**config.mk**
```make
export PLATFORM = sky130hd
export DESIGN_NAME = fifo_uart_tx
export DESIGN_NICKNAME = d
export VERILOG_FILES = /design/src/rtl/fifo_uart_tx.sv
export SDC_FILE = /design/constraint.sdc
export NUM_CORES = 1
export LEC_CHECK = 0
export ABC_AREA = 0
export CAP_MARGIN = 20
export CORE_MARGIN = 5
export CORE_UTILIZATION = 57
export DETAILED_ROUTE_END_ITERATION = 10
export PLACE_DENSITY = 0.86
export SLEW_MARGIN = 20
export SYNTH_ARGS = -nofsm -noshare
export SYNTH_HDL_FRONTEND = slang
export SYNTH_SLANG_ARGS = --single-unit
```
**constraint.sdc**
```tcl
create_clock -name clk -period 3.9 [get_ports clk]
set_input_delay 1.17 -clock clk [delete_from_list [all_inputs] [get_ports clk]]
set_output_delay 1.17 -clock clk [all_outputs]
set_load 0.03 [all_outputs]
```
**src/rtl/fifo_uart_tx.sv**
```systemverilog
// UART 8N1 transmitter with optional even parity, draining an upstream 8-bit FIFO.
// The FIFO is read with a one-cycle strobe issued from IDLE. The returned byte is
// captured in LOAD and then sent LSB-first as start, data, [parity], stop bits.
module fifo_uart_tx #(
    parameter int CLKS_PER_BIT = 16,
    parameter bit PARITY_EN    = 1'b0
) (
    input  logic       clk,
    input  logic       nrst,
    input  logic       tx_en,
    input  logic       fifo_empty,
    input  logic [7:0] fifo_rdata,
    output logic       fifo_ren,
    output logic       tx,
    output logic       busy
);

    localparam int CW = (CLKS_PER_BIT > 1) ? $clog2(CLKS_PER_BIT) : 1;
    localparam logic [CW-1:0] BAUD_MAX = CW'(CLKS_PER_BIT - 1);

    typedef enum logic [2:0] {
        IDLE,
        LOAD,
        START,
        DATA,
        PARITY,
        STOP
    } state_e;

    state_e          state_q, state_d;
    logic [CW-1:0]   baud_q, baud_d;
    logic [2:0]      bit_q, bit_d;
    logic [7:0]      shreg_q, shreg_d;
    logic            par_q, par_d;
    logic            tx_q, tx_d;
    logic            baud_last;

    assign baud_last = (baud_q == BAUD_MAX);
    assign tx        = tx_q;
    assign busy      = (state_q != IDLE);

    // Read strobe is combinational so the FIFO sees it in the same cycle the FSM decides to start.
    always_comb begin
        fifo_ren = nrst && (state_q == IDLE) && tx_en && !fifo_empty;
    end

    // Next-state and datapath logic for the frame sequencer.
    always_comb begin
        // NOTE: every _d gets its hold value first so no path through the case can infer a latch.
        state_d = state_q;
        baud_d  = baud_q;
        bit_d   = bit_q;
        shreg_d = shreg_q;
        par_d   = par_q;
        tx_d    = tx_q;

        case (state_q)
            IDLE: begin
                baud_d = '0;
                if (fifo_ren) begin
                    state_d = LOAD;
                end
            end
            LOAD: begin
                // Data returned by the FIFO is only valid in this cycle.
                shreg_d = fifo_rdata;
                par_d   = ^fifo_rdata;
                tx_d    = 1'b0;
                baud_d  = '0;
                state_d = START;
            end
            START: begin
                if (baud_last) begin
                    baud_d  = '0;
                    bit_d   = 3'd0;
                    tx_d    = shreg_q[0];
                    shreg_d = shreg_q >> 1;
                    state_d = DATA;
                end else begin
                    baud_d = baud_q + CW'(1);
                end
            end
            DATA: begin
                if (baud_last) begin
                    baud_d = '0;
                    if (bit_q == 3'd7) begin
                        if (PARITY_EN) begin
                            tx_d    = par_q;
                            state_d = PARITY;
                        end else begin
                            tx_d    = 1'b1;
                            state_d = STOP;
                        end
                    end else begin
                        bit_d   = bit_q + 3'd1;
                        tx_d    = shreg_q[0];
                        shreg_d = shreg_q >> 1;
                    end
                end else begin
                    baud_d = baud_q + CW'(1);
                end
            end
            PARITY: begin
                if (baud_last) begin
                    baud_d  = '0;
                    tx_d    = 1'b1;
                    state_d = STOP;
                end else begin
                    baud_d = baud_q + CW'(1);
                end
            end
            STOP: begin
                if (baud_last) begin
                    baud_d  = '0;
                    state_d = IDLE;
                end else begin
                    baud_d = baud_q + CW'(1);
                end
            end
            default: begin
                tx_d    = 1'b1;
                state_d = IDLE;
            end
        endcase
    end

    // State and datapath registers; reset drops any frame in flight and parks the line high.
    always_ff @(posedge clk or negedge nrst) begin
        if (!nrst) begin
            state_q <= IDLE;
            baud_q  <= '0;
            bit_q   <= '0;
            shreg_q <= '0;
            par_q   <= 1'b0;
            tx_q    <= 1'b1;
        end else begin
            // NOTE: non-blocking assignments so every register samples the pre-edge values.
            state_q <= state_d;
            baud_q  <= baud_d;
            bit_q   <= bit_d;
            shreg_q <= shreg_d;
            par_q   <= par_d;
            tx_q    <= tx_d;
        end
    end

endmodule

```
[Word level (Yosys, flattened, before mapping)]
Index checks and enable logic that the tools add are counted.
Cells by class
  $add $sub $neg: 2
  bitwise gates (word level): 1
  reductions and logical operators: 16
  muxes and demuxes: 21
  equal/unequal tests: 14
Operator list (number)
  3-bit 2-to-1 mux: 8
  8-bit 2-to-1 mux: 3
  8-bit case mux with 3 select lines: 1
  3-bit case mux with 6 select lines: 1
  2-bit inequality test (second input constant): 7
  4-bit AND reduction: 3
  3-bit equality test (second input constant): 3
  4-bit case mux with 2 select lines: 1
  3-bit by 2-bit equality test with 1-bit output (second input constant): 2
  3-bit case mux with 2 select lines: 1
  6-bit AND reduction: 1
  3-bit nonzero test: 2
  1-bit case mux with 5 select lines: 1
  4-bit by 1-bit adder with 4-bit output (second input constant): 1
  4-bit equality test (second input constant): 1
  1-bit 2-to-1 mux: 4
  4-bit 2-to-1 mux: 1
  2-bit nonzero test: 2
  2-bit OR reduction: 2
  4-bit OR reduction: 1
  3-bit by 1-bit adder with 3-bit output (second input constant): 1
  3-bit by 1-bit equality test with 1-bit output (second input constant): 1
  1-bit logical AND: 3
  3-bit zero test: 1
  other kinds (2): 2
Word-level totals
  register bits: 19
  input bits: 12
  word-level logic and storage cells: 59

[Longest topological paths before layout]
  depth after elaboration: 6
  gate-level depth with buffers: 6
  depth with buffers taken out: 5

[Worst setup path after synthesis]
No wires, ideal clock.
  path type: input to output
  start: input port fifo_empty
  end: output port fifo_ren
  slack: 0.995 ns
  required time: 2.730 ns
  cell stages on the path: 2
  arrival: 1.735 ns
  path through: nand3b_1 nor2_1
On the way
  cells in the longest elaborated chain, start to end: 2
Ends and longest elaborated chain
  start, declared: line 11  | input logic fifo_empty,
  1-bit zero test: line 44  | fifo_ren = nrst && (state_q == IDLE) && tx_en && !fifo_empty;
  1-bit logical AND: line 44
  end, declared: line 13  | output logic fifo_ren,
No other way between the ends.

[Worst setup path after layout]
  start: input port nrst
  end: output port fifo_ren
On the way
  cells in the longest elaborated chain, start to end: 3
Ends and longest elaborated chain
  start, declared: line 9  | input logic nrst,
  1-bit logical AND (3 in series): line 44
No other way between the ends.

==> flow_summary.toml <==
[run_status]
status = "completed"

[critical_path]
r2r-end = "shreg_q[2]"
path_class = "in -> out"
cp-end-kind = "output port"
reg2reg_depth = 5
crit_fanout = 2
critPathRequiredTime_ps = 2730
regToRegSetupSlack_ps = 1940
endpoint = "fifo_ren"
r2r_start = "bit_q[0]"
startpoint = "nrst"
cp.arrival_ps = 2040
startpoint_type = "primary input"

[synth]
synth_xor_area_share_pct = 0
synth-edff-count = 0
synth_cells = 107
synthMuxAreaShare_pct = 1.97
synthSimpleGateAreaFrac_pct = 16.9
syn-cell-area_um2 = 1080
yosys_warnings = 0
synth_top_family_by_area = "compound AO/OA/AOI/OAI gates"
avgSynthCellArea_um2 = 10.1
synth_flop_cell = "dfrtp_1"
synthArstFlopShare_pct = 100
ys_ff_latch = 19
ys_seq_area_share_pct = 44.2
synthAdderAreaFrac_pct = 3.48
syn_nets = 122
synth_compound_area_share_pct = 29.7
ys_types = 37

[routing]
drc_errors = 0
routedWlPerCell_um = 15.7
vias = 895
wl_mm = 2.28
antenna_left = 0
dr.pass1.iters = 4
drtIter0Drc = 17
avgViaCountPerCell = 6.17

[cells_and_area]
fill_cells = 143
multiInputGateArea_um2 = 562
final_area_um2 = 1260
fin_nets = 136
n_antenna_cell = 0
drive_above_1_share_pct = 11.7
area_growth_pct = 16.9
regArea_um2 = 477

[floorplanning]
die_h_um = 53.5
initial_core_util_pct = 61.1
num_rows = 15
core_area_um2 = 1760
pin_count = 15
die-area_um2 = 2860
dieWidth_um = 53.5

[pwr]
power_density_nw_per_um2 = 560
ir_worst_vdd_mv = 0.396
power.leakage_nw = 0.502

[global_routing]
grt_max_degree = 25
grt_pass1_wl_mm = 4.04
track_usage_pct = 19.2
grt_pass1_vias = 901
grt_overflow = 0
grt_antenna_before_repair = 0

[cts]
cts_tree = "done"
cts_sinks = 19
cts_buffers = 3
htree_levels = 1
clock_path_buffers = 2
clk_pin_slew_ps = 100
ctsHoldBuffers = 0
post_cts_buffers = 0
ctsResizeCount = 0
insertion_delay_ps = 300
cts-root-buf = "clkbuf_4"

[placed_design]
place_hpwl_mm = 1.68
place.gp.congestion = 0.775
placed_area_um2 = 1230
portBuffers = 14

[sta]
setup_viol = 0
worst_slew_pin_slew_ps = 758
slew-limit-headroom_pct = 49.1
fmax_mhz = 311
hold_viol_final = 0
drv_slew = 0
finalCriticalPeriod_ps = 3210
tns_ps = 0
fin_worst_skew_ps = 4.47
rsz0062_at_grt = "false"
finalCritPeriodShare_pct = 82.4

[flow_run]
max_cap_violations = 0

[min_path]
worstHoldPathType = "reg -> reg"
-- kinds of logic (layout without fill, tap and decap cells) --
family                     after synthesis  count (layout)
AOI/OAI and AO/OA                       40              40
adders and majority gates                3               3
buffers and inverters                   10              23
DFF                                     19              19
muxes                                    2               2
and+or+nand+nor                         33              33
-- worst min path at each step --
stage               depth (start not counted)  slack, ps         end  startpoint
global placement                            2        510    bit_q[2]    bit_q[2]
finish                                      2        560    bit_q[2]    bit_q[2]
CTS                                         2        560    bit_q[2]    bit_q[2]
floorplan                                   2        490    bit_q[1]    bit_q[1]
detailed placement                          1        530  shreg_q[0]  shreg_q[0]
global route                                1        580  shreg_q[0]  shreg_q[0]
-- cells in the final DEF, fill, tap and decap left out, types with 4 or more instances in the layout --
cell	n
clkdlybuf4s50_1	13
o211ai_1	4
nand2_1	10
a21oi_1	5
nor2_1	4
a2bb2oi_1	7
o32ai_1	7
o21ai_0	7
dfrtp_1	18
-- final cells by class --
cell class	instances	share of cell area (%)
clock buffers	3	1.79
clock inverters	1	0.397
inverters	3	0.893
multi-input cells	78	44.5
flip-flops and latches	19	37.8
well taps	25	2.48
repair buffers	16	12.1
-- critical path: stages --
cell and delay [ps]:
clkdlybuf4s50_1 480, nand3b_1 110, nor2_1 110, buf_4 170
-- state kept, by name, summed over array words and instances (netlist names) --
name	flops
baud_q	4
bit_q	3
state_q	3
shreg_q	8
tx	1
-- metrics by stage --
stage	hold WS (ps)	setup slack [ps]	total power, mW	cells	util (%)
floorplan	486	995	0.536	107	-
global placement	507	720	0.595	141	69.9
detailed placement	533	679	0.613	141	69.9
CTS	559	672	0.713	145	71.5
global route	582	654	0.769	145	71.5
finish	556	686	0.707	145	71.5
-- routing by layer --
metal  share of wire [%]  vias to the layer above  GRT usage (%)
met1                  47                      438           25.1
met2                  50                       13           30.6
met4                0.92                        0           8.09
li1                    -                      440              -
met3                 2.3                        4           3.94
met5                   0                        -              0
-- synth_stat cells, types with 2 or more instances --
master     instances  area, µm²
dfrtp_1           18        450
nand2_1           10       37.5
a2bb2oi_1          7       61.3
o21ai_0            7       35.0
o32ai_1            7       61.3
a21oi_1            5       25.0
clkbuf_1           5       18.8
nor2_1             4       15.0
o211ai_1           4       30.0
ha_1               3       37.5
inv_1              3       11.3
nand2b_1           3       18.8
nand3_1            3       15.0
nor2b_1            3       18.8
buf_2              2       10.0
nor3_1             2       10.0
-- power breakdown --
group          switching, mW  total [mW]  internal (mW)
Sequential            0.0768       0.357          0.280
Clock                 0.0603      0.0985         0.0382
Combinational          0.117       0.251          0.135
Note: power is estimated with default switching activity, not from simulation.
